===== config.mk =====
export PLATFORM = sky130hd
export DESIGN_NAME = delimiter_detect
export DESIGN_NICKNAME = d
export VERILOG_FILES = /design/src/rtl/delimiter_detect.sv
export SDC_FILE = /design/constraint.sdc
export NUM_CORES = 1
export LEC_CHECK = 0
export CORE_ASPECT_RATIO = 1.75
export CORE_MARGIN = 2
export CORE_UTILIZATION = 28
export CTS_BUF_LIST = sky130_fd_sc_hd__clkbuf_4
export CTS_CLUSTER_SIZE = 20
export DETAILED_ROUTE_END_ITERATION = 8
export PLACE_DENSITY = 0.52
export REMOVE_ABC_BUFFERS = 1
export SLEW_MARGIN = 10
export SYNTH_ARGS = -nofsm -noshare
export SYNTH_HDL_FRONTEND = slang
export SYNTH_SLANG_ARGS = --single-unit

===== constraint.sdc =====
create_clock -name clk_3M -period 1.8 [get_ports clk_3M]
set_input_delay 0.54 -clock clk_3M [delete_from_list [all_inputs] [get_ports clk_3M]]
set_output_delay 0.54 -clock clk_3M [all_outputs]
set_load 0.01 [all_outputs]

===== src/rtl/delimiter_detect.sv =====
// delimiter_detect: MVB receive-side delimiter hunter and Manchester decoder.
//   Hunts the half-bit line stream for the 18-half-bit master/slave start
//   delimiters, then decodes data pairs (10 -> 1, 01 -> 0) until the
//   0110 + 00 frame-end delimiter, flagging code violations and overlong frames.
//
// Ports:
//   clk_3M        half-bit clock, rising edge
//   reset         asynchronous active-high reset
//   rx_enable     receiver enable; low forces HUNT and clears the shift register
//   line_in       synchronised line sample, one half-bit per clock
//   master_start  pulse: master start delimiter detected
//   slave_start   pulse: slave start delimiter detected
//   data_out      decoded data bit, qualified by data_valid
//   data_valid    pulse per emitted data bit
//   frame_end     pulse: clean frame end
//   frame_err     pulse: code violation or length timeout
//   in_frame      high while decoding a frame
//   bit_count     data bits emitted in the current or last frame
//   err_count     (only with DELIM_ERRCNT_EN) saturating frame_err counter
//
// Optional feature macro: DELIM_ERRCNT_EN adds the err_count output.

module delimiter_detect #(
    parameter int unsigned MAX_BITS = 300
) (
    input  logic       clk_3M,
    input  logic       reset,
    input  logic       rx_enable,
    input  logic       line_in,
    output logic       master_start,
    output logic       slave_start,
    output logic       data_out,
    output logic       data_valid,
    output logic       frame_end,
    output logic       frame_err,
    output logic       in_frame,
    output logic [8:0] bit_count
`ifdef DELIM_ERRCNT_EN
    ,
    output logic [7:0] err_count
`endif
);

    localparam int unsigned SR_W  = 18;
    localparam int unsigned CNT_W = 9;

    localparam logic [SR_W-1:0] MASTER_PAT = 18'b11_10_01_00_10_01_00_00_00;
    localparam logic [SR_W-1:0] SLAVE_PAT  = 18'b11_11_11_11_01_10_11_01_10;
    localparam logic [3:0]      END_PAT    = 4'b0110;

    localparam logic [0:0] ST_HUNT     = 1'b0;
    localparam logic [0:0] ST_IN_FRAME = 1'b1;

    logic [0:0]      state, state_nxt;
    logic [SR_W-1:0] sr, sr_nxt;
    logic            phase, phase_nxt;
    // dbuf[1] is the oldest withheld bit once dbuf_cnt reaches 2
    logic [1:0]      dbuf, dbuf_nxt;
    logic [1:0]      dbuf_cnt, dbuf_cnt_nxt;

    logic             master_start_nxt;
    logic             slave_start_nxt;
    logic             data_out_nxt;
    logic             data_valid_nxt;
    logic             frame_end_nxt;
    logic             frame_err_nxt;
    logic             in_frame_nxt;
    logic [CNT_W-1:0] bit_count_nxt;
`ifdef DELIM_ERRCNT_EN
    logic [7:0]       err_count_nxt;
`endif

    // Next-state, decode and output logic
    always_comb begin
        sr_nxt           = {sr[SR_W-2:0], line_in};
        state_nxt        = state;
        phase_nxt        = phase;
        dbuf_nxt         = dbuf;
        dbuf_cnt_nxt     = dbuf_cnt;
        bit_count_nxt    = bit_count;
        data_out_nxt     = data_out;
        master_start_nxt = 1'b0;
        slave_start_nxt  = 1'b0;
        data_valid_nxt   = 1'b0;
        frame_end_nxt    = 1'b0;
        frame_err_nxt    = 1'b0;

        if (!rx_enable) begin
            sr_nxt       = '0;
            state_nxt    = ST_HUNT;
            phase_nxt    = 1'b0;
            dbuf_nxt     = '0;
            dbuf_cnt_nxt = '0;
        end else begin
            case (state)
                ST_HUNT: begin
                    if (sr_nxt == MASTER_PAT || sr_nxt == SLAVE_PAT) begin
                        master_start_nxt = (sr_nxt == MASTER_PAT);
                        slave_start_nxt  = (sr_nxt == SLAVE_PAT);
                        bit_count_nxt    = '0;
                        phase_nxt        = 1'b0;
                        dbuf_nxt         = '0;
                        dbuf_cnt_nxt     = '0;
                        state_nxt        = ST_IN_FRAME;
                    end
                end

                ST_IN_FRAME: begin
                    phase_nxt = ~phase;
                    // Pair completes on phase 1; the pair is the two newest half-bits
                    if (phase) begin
                        case (sr_nxt[1:0])
                            2'b10, 2'b01: begin
                                if (dbuf_cnt == 2'd2) begin
                                    if (bit_count >= CNT_W'(MAX_BITS)) begin
                                        frame_err_nxt = 1'b1;
                                        dbuf_nxt      = '0;
                                        dbuf_cnt_nxt  = '0;
                                        state_nxt     = ST_HUNT;
                                    end else begin
                                        data_valid_nxt = 1'b1;
                                        data_out_nxt   = dbuf[1];
                                        bit_count_nxt  = bit_count + CNT_W'(1);
                                        dbuf_nxt       = {dbuf[0], sr_nxt[1]};
                                    end
                                end else begin
                                    dbuf_nxt     = {dbuf[0], sr_nxt[1]};
                                    dbuf_cnt_nxt = dbuf_cnt + 2'd1;
                                end
                            end
                            2'b00: begin
                                if (sr_nxt[5:2] == END_PAT) begin
                                    frame_end_nxt = 1'b1;
                                end else begin
                                    frame_err_nxt = 1'b1;
                                end
                                dbuf_nxt     = '0;
                                dbuf_cnt_nxt = '0;
                                state_nxt    = ST_HUNT;
                            end
                            default: begin
                                frame_err_nxt = 1'b1;
                                dbuf_nxt      = '0;
                                dbuf_cnt_nxt  = '0;
                                state_nxt     = ST_HUNT;
                            end
                        endcase
                    end
                end

                default: state_nxt = ST_HUNT;
            endcase
        end

        in_frame_nxt = (state_nxt == ST_IN_FRAME);

`ifdef DELIM_ERRCNT_EN
        err_count_nxt = err_count;
        if (frame_err_nxt && err_count != 8'hFF) begin
            err_count_nxt = err_count + 8'd1;
        end
`endif
    end

    // State and output registers
    always_ff @(posedge clk_3M or posedge reset) begin
        if (reset) begin
            state        <= ST_HUNT;
            sr           <= '0;
            phase        <= 1'b0;
            dbuf         <= '0;
            dbuf_cnt     <= '0;
            master_start <= 1'b0;
            slave_start  <= 1'b0;
            data_out     <= 1'b0;
            data_valid   <= 1'b0;
            frame_end    <= 1'b0;
            frame_err    <= 1'b0;
            in_frame     <= 1'b0;
            bit_count    <= '0;
`ifdef DELIM_ERRCNT_EN
            err_count    <= '0;
`endif
        end else begin
            state        <= state_nxt;
            sr           <= sr_nxt;
            phase        <= phase_nxt;
            dbuf         <= dbuf_nxt;
            dbuf_cnt     <= dbuf_cnt_nxt;
            master_start <= master_start_nxt;
            slave_start  <= slave_start_nxt;
            data_out     <= data_out_nxt;
            data_valid   <= data_valid_nxt;
            frame_end    <= frame_end_nxt;
            frame_err    <= frame_err_nxt;
            in_frame     <= in_frame_nxt;
            bit_count    <= bit_count_nxt;
`ifdef DELIM_ERRCNT_EN
            err_count    <= err_count_nxt;
`endif
        end
    end

endmodule


==> results of run 1 <==
power by group through the flow:
stage               Sequential, W  Clock [W]  Combinational (W)
CTS                      0.000860   0.000767          0.0000770
detailed placement       0.000876          0          0.0000687
floorplan                0.000876          0          0.0000284
global placement         0.000876          0          0.0000667
finish                   0.000860   0.000744          0.0000747
global route             0.000861   0.000799          0.0000843
final cells by class:
| cell class | count | area (um^2) |
|---|---|---|
| well taps | 78 | 97.59 |
| fillers | 624 | 3453 |
| clock buffers | 5 | 37.54 |
| repair buffers | 51 | 456.7 |
| inverters | 7 | 26.28 |
| flip-flops and latches | 38 | 952.2 |
| multi-input cells | 103 | 833.3 |
| clock inverters | 3 | 68.82 |
worst max-delay path, delay by kind of cell, from the launching register on:
family | cells | cell delay (ns)
fa+ha+maj | 1 | 0.12
mux | 1 | 0.30
buf+inv | 1 | 0.12
flops | 1 | 0.41
compound gates | 1 | 0.28
simple gates | 3 | 0.53
registers in the layout (all words and copies together) (netlist names):
register	flops
bit_count	9
master_start	1
frame_err	1
phase	1
dbuf	2
slave_start	1
dbuf_cnt	2
data_out	1
frame_end	1
sr	17
data_valid	1
state	1
Yosys cell counts, drive strengths merged:
cell,n
xnor2,2
buf,1
nor3,3
nor2b,2
and2,18
a211o,2
nor4b,2
a21oi,6
and4b,1
a21o,1
nand2b,1
o21ai,5
a211oi,2
nand4bb,1
clkbuf,3
ha,5
nand3b,2
a311oi,1
nand4b,1
a31oi,3
a22o,2
a2111oi,2
nand3,6
nand4,3
or3,1
o21a,1
nor3b,1
or2,1
inv,7
dfrtp,38
nor2,9
a41oi,2
mux2,2
a221oi,1
nand2,10
and3b,1
a21bo,2
and3,1
per-stage QoR:
stage / setup WS [ns] / total power, W / std cells / setup TNS, ns
detailed placement: -0.7940 / 0.0009448 / 267 / -12.46
floorplan: -0.1760 / 0.0009040 / 148 / -0.9232
global placement: -0.8071 / 0.0009427 / 267 / -12.56
finish: -0.06092 / 0.001679 / 285 / -0.08327
global route: -0.1297 / 0.001745 / 285 / -0.6591
CTS: -0.07553 / 0.001704 / 283 / -0.1165
logic make-up after synthesis:
family	Yosys count
compound gates	30
xor+xnor	2
fa+ha+maj	5
buf+inv	11
flops	38
mux	2
simple gates	64
timing repair:
action                                  CTS  global route
endpoints found under the setup margin   28            21
endpoints found under the hold margin     0             0
resized for setup                        30            15
pin swaps                                 9            13
setup buffers                             8             2
layer usage:
metal | wire [um] | share of wire
met1 | 1478 | 0.39
met2 | 2050 | 0.54
met3 | 138 | 0.036
met4 | 114 | 0.030
met5 | 0 | 0
worst max path at each step:
stage,from,endpoint,slack [ns],cells after the start
finish,sr[0]$_DFF_PP0_,dbuf_cnt[0]$_DFFE_PP0P_,-0.06,7
CTS,sr[0]$_DFF_PP0_,dbuf_cnt[0]$_DFFE_PP0P_,-0.08,7
global placement,line_in,dbuf_cnt[1]$_DFFE_PP0P_,-0.81,9
global route,sr[0]$_DFF_PP0_,dbuf_cnt[0]$_DFFE_PP0P_,-0.13,7
floorplan,line_in,data_out$_DFFE_PP0P_,-0.18,6
detailed placement,line_in,dbuf_cnt[1]$_DFFE_PP0P_,-0.79,9
==> flow_metrics.py, run 1 <==
metrics = {
    "critical_path": {
        "cp_slowest_cell": "dfrtp_1",
        "cp.arrival_ns": 2.11,
        "reg2reg_depth": 7,
        "crit_path_end_kind": "register",
        "crit_required_ns": 2.05,
        "critPathKind": "register to register",
        "reg2reg_setup_slack_ns": -0.06,
        "max_stage_delay_ns": 0.41,
        "r2r_end": "dbuf_cnt[0]$_DFFE_PP0P_",
        "path_cells": "buf_6 > ha_4 > nand4bb_1 > or3_4 > a211oi_4 > nor2_4 > mux2_4",
        "crit_fanout": 4,
        "r2r_start": "sr[0]$_DFF_PP0_",
        "cp-start-kind": "register",
    },
    "timing": {
        "setup_viol": 2,
        "period_needed_ns": 1.861,
        "post-route-period-util": 1.034,
        "worst_pin_slew_ns": 0.3560,
        "slew_headroom": 0.7565,
        "whs_ns": 0.5060,
        "setup_ws_ns": -0.06092,
        "hold_viol_final": 0,
        "finClkSkew_ns": 0.008844,
        "rsz0062_at_grt": "yes",
        "drv_slew": 0,
        "max_freq_mhz": 537.4,
    },
    "drt": {
        "vias": 1363,
        "wirelength_mm": 3.782,
        "routed_via_density": 4.782,
        "ant_nets": 0,
        "post_drt_wl_per_cell_um": 13.27,
        "drc": 0,
        "first_pass_iters": 4,
        "drt_iter0_drc": 53,
    },
    "synth": {
        "synth_top_area_cell": "dfrtp_1",
        "synthAdderAreaFrac": 0.03615,
        "ys_seq_elements": 38,
        "syn_avg_cell_area_um2": 11.38,
        "synth_area_um2": 1730,
        "synth.top_cell.area_share": 0.5495,
        "synth_area_leaders": "dfrtp_1 55%, and2_1 6.1%, ha_1 3.6%",
        "synth_top_family_by_area": "simple AND/OR/NAND/NOR gates",
        "synth.distinct_cells": 44,
        "synth-compound-area-share": 0.1468,
        "muxShareOfSynthArea": 0.01302,
        "syn_inst": 152,
        "synth-xor-area-share": 0.01012,
        "yosysWarnings": 0,
        "yosys.area_share.simple": 0.2162,
        "seq_area_frac_synth": 0.5495,
    },
    "clock_tree": {
        "worst_skew_pair.late_latency_ns": 0.36,
        "ctsHoldBuffers": 0,
        "cts_buffer_depth": 2,
        "cts_tree": "built",
        "cts-htree-levels": 2,
        "cts_buffers": 5,
        "cts_root_buf": "clkbuf_4",
        "cts.sinks": 38,
        "clk_pin_slew_worst_paths_ns": 0.12,
    },
    "grt": {
        "grt_pass1_wl_mm": 6.265,
        "grt_pass1_vias": 1358,
        "top_usage_layer": "met2",
        "antenna_found_initial": 0,
        "use_met1": 0.1268,
        "grtUsageTotal": 0.1184,
        "grt_max_degree": 39,
        "grt_remaining_overflow": 0,
        "grt_util_met2": 0.2105,
        "gr-usage-met3": 0.02810,
    },
    "final_layout": {
        "final_common_cell": "dfrtp_1",
        "diodes": 0,
        "final_nets": 215,
        "final_cell_mix": "37 x dfrtp_1, 26 x buf_4, 17 x and2_1",
        "area_delta_synth_final_pct": 42.88,
        "fin_area_um2": 2472,
        "drive_above_1_share": 0.3188,
        "final_util": 0.4172,
    },
    "power_and_ir_drop": {
        "seq_power_share": 0.512,
        "p_per_area_nw_per_um2": 678.9,
        "intPower_w": 0.001324,
        "swShare": 0.2114,
        "pwr-share-clk": 0.443,
        "p_comb_frac": 0.045,
        "p_switching_w": 0.0003548,
        "power.leakage_nw": 1.222,
        "vdd_ir_drop_max_mv": 0.3727,
    },
    "die": {
        "die_w_um": 63.43,
        "die_area_um2": 6850,
        "core-area_um2": 5926,
        "ios": 20,
        "row_count": 37,
        "die_y_um": 108.0,
        "start_util": 0.2920,
    },
    "placement": {
        "place_area_um2": 2173,
        "gp_congestion": 0.8636,
        "hpwl_mm": 2.625,
        "io_buffers": 19,
    },
    "status": {
        "violations": "setup timing",
        "status": "complete, but fails checks",
    },
    "min_path": {
        "hp-class": "register to register",
        "hold_depth": 1,
        "hold_end": "sr[16]$_DFF_PP0_",
        "min_from": "sr[15]$_DFF_PP0_",
    },
    "flow_run": {
        "maxCapViolations": 0,
    },
}
Note: power is estimated with default switching activity, not from simulation.
==> inputs of run 2 (changes only) <==
--- a/config.mk
+++ b/config.mk
@@ -13,6 +13,7 @@
 export DETAILED_ROUTE_END_ITERATION = 8
 export PLACE_DENSITY = 0.52
 export REMOVE_ABC_BUFFERS = 1
+export SETUP_SLACK_MARGIN = 0.5
 export SLEW_MARGIN = 10
 export SYNTH_ARGS = -nofsm -noshare
 export SYNTH_HDL_FRONTEND = slang
==> flow_metrics.py, run 2 (synthesis results as in run 1) <==
metrics = {
    "min_path": {
        "hp-class": "input pin to async pin",
    },
    "drt": {
        "ant_nets": 0,
        "routed_via_density": 4.754,
        "wirelength_mm": 3.881,
        "post_drt_wl_per_cell_um": 13.25,
        "first_pass_iters": 4,
        "drc": 0,
        "drt_iter0_drc": 66,
        "vias": 1393,
    },
    "timing": {
        "slew_headroom": 0.7555,
        "max_freq_mhz": 547.3,
        "setup_viol": 3,
        "drv_slew": 0,
        "finClkSkew_ns": 0.01153,
        "hold_viol_final": 0,
        "period_needed_ns": 1.827,
        "worst_pin_slew_ns": 0.3575,
        "rsz0062_at_grt": "yes",
        "setup_ws_ns": -0.02718,
        "post-route-period-util": 1.015,
    },
    "grt": {
        "antenna_found_initial": 0,
        "grtUsageTotal": 0.1237,
        "grt_pass1_vias": 1391,
        "grt_remaining_overflow": 0,
        "grt_max_degree": 39,
        "grt_pass1_wl_mm": 6.527,
    },
    "final_layout": {
        "fillers": 607,
        "drive_above_1_share": 0.4372,
        "final_cell_mix": "37 x dfrtp_1, 25 x buf_4, 20 x buf_6",
        "fin_cells": 293,
        "largest_reg_flops": 17,
        "multiInputGateArea_um2": 854.6,
        "ff_latch_area_um2": 952.2,
        "diodes": 0,
        "top_regs": "sr: 17 flops, bit_count: 9 flops",
        "top_register": "sr",
        "area_delta_synth_final_pct": 47.00,
        "final_common_cell": "dfrtp_1",
        "final_util": 0.4293,
        "final_nets": 223,
    },
    "clock_tree": {
        "worst_skew_pair.late_latency_ns": 0.36,
        "cts_buffer_depth": 2,
        "cts-htree-levels": 2,
        "cts_buffers": 5,
        "clk_pin_slew_worst_paths_ns": 0.13,
        "cts.sinks": 38,
        "cts_root_buf": "clkbuf_4",
        "cts_tree": "built",
    },
    "placement": {
        "dp.cells": 267,
        "gp_congestion": 0.8636,
        "place_ws_ns": -0.7940,
        "io_buffers": 19,
        "hpwl_mm": 2.625,
    },
    "critical_path": {
        "path_cells": "buf_6 > ha_4 > nand4bb_1 > or3_4 > buf_6 > buf_6 > a21oi_4 > or2_4 > a31oi_4",
        "path_common_cell": "buf_6",
        "critPathKind": "register to register",
        "max_stage_delay_ns": 0.40,
        "crit_required_ns": 2.04,
        "crit_fanout": 4,
        "cp_slowest_cell": "dfrtp_1",
        "cp.arrival_ns": 2.07,
        "path_delay_family": "simple AND/OR/NAND/NOR gates",
        "crit_start": "sr[0]$_DFF_PP0_",
        "cp-start-kind": "register",
        "crit_path_end_kind": "register",
        "r2r_start": "sr[0]$_DFF_PP0_",
        "critPathBufInv": 3,
    },
    "flow_run": {
        "maxCapViolations": 0,
    },
    "power_and_ir_drop": {
        "p_total_w": 0.001689,
        "p_per_area_nw_per_um2": 664.1,
        "vdd_ir_drop_max_mv": 0.3802,
        "power.leakage_nw": 1.187,
    },
    "die": {
        "core-area_um2": 5926,
        "row_count": 37,
        "ios": 20,
        "die_y_um": 108.0,
        "die_area_um2": 6850,
        "die_w_um": 63.43,
        "start_util": 0.2920,
    },
    "status": {
        "status": "complete, but fails checks",
        "violations": "setup timing",
    },
}
-- run 2: per-stage QoR --
step / TNS (ns) / hold WS (ns) / instance area [um^2]
2_1_floorplan: -0.9232 / 0.4504 / 1708
6_report: -0.07163 / 0.5082 / 2544
3_5_place_dp: -12.46 / 0.4697 / 2173
3_3_place_gp: -12.56 / 0.4668 / 2173
5_1_grt: -0.6622 / 0.5068 / 2544
4_1_cts: -0.2788 / 0.4950 / 2440
-- run 2: cell type report --
cell class | instances | area share
Clock inverter | 3 | 0.02705
Inverter | 7 | 0.01033
Clock buffer | 5 | 0.01476
Multi-Input combinational cell | 103 | 0.3360
Tap cell | 78 | 0.03837
Timing Repair Buffer | 59 | 0.1992
Sequential cell | 38 | 0.3743
-- run 2: path summary, 6_finish.rpt --
kind                                            endpoint  slack [ns]  cells after the start
worst max-delay path            bit_count[6]$_DFFE_PP0P_       -0.03                      9
worst min-delay path                    sr[11]$_DFF_PP0_        0.51                      3
worst max register to register  bit_count[6]$_DFFE_PP0P_       -0.03                      9
worst min register to register       dbuf[1]$_DFFE_PP0P_        0.51                      1
max in group asynchronous       bit_count[6]$_DFFE_PP0P_        1.08                      3
min in group clk_3M                  dbuf[1]$_DFFE_PP0P_        0.51                      1
-- run 2: metal layers --
metal | wire [um] | global-route usage
met5 | 0 | 0
met4 | 75 | 0.06522
met3 | 150 | 0.03330
met2 | 2130 | 0.2203
met1 | 1525 | 0.1315
-- run 2: report_power, final --
| group | internal [W] | switching, W | leakage, nW |
|---|---|---|---|
| Sequential | 0.000857 | 0.00000299 | 0.517 |
| Combinational | 0.0000337 | 0.0000446 | 0.614 |
| Clock | 0.000434 | 0.000317 | 0.0554 |
-- run 2: tightest hold or removal path, stage by stage --
cell	delay, ns
clkdlybuf4s50_1	0.39
inv_1	0.09
buf_12	0.23
-- run 2: repair_timing --
| action | 4_1_cts | 5_1_grt |
|---|---|---|
| pin swaps | 12 | 8 |
| setup endpoints to repair | 36 | 36 |
| cloned | 1 | 0 |
| resized for setup | 104 | 12 |
| hold endpoints to repair | 0 | 0 |
| buffers inserted | 12 | 5 |
| hold buffers | 0 | 0 |
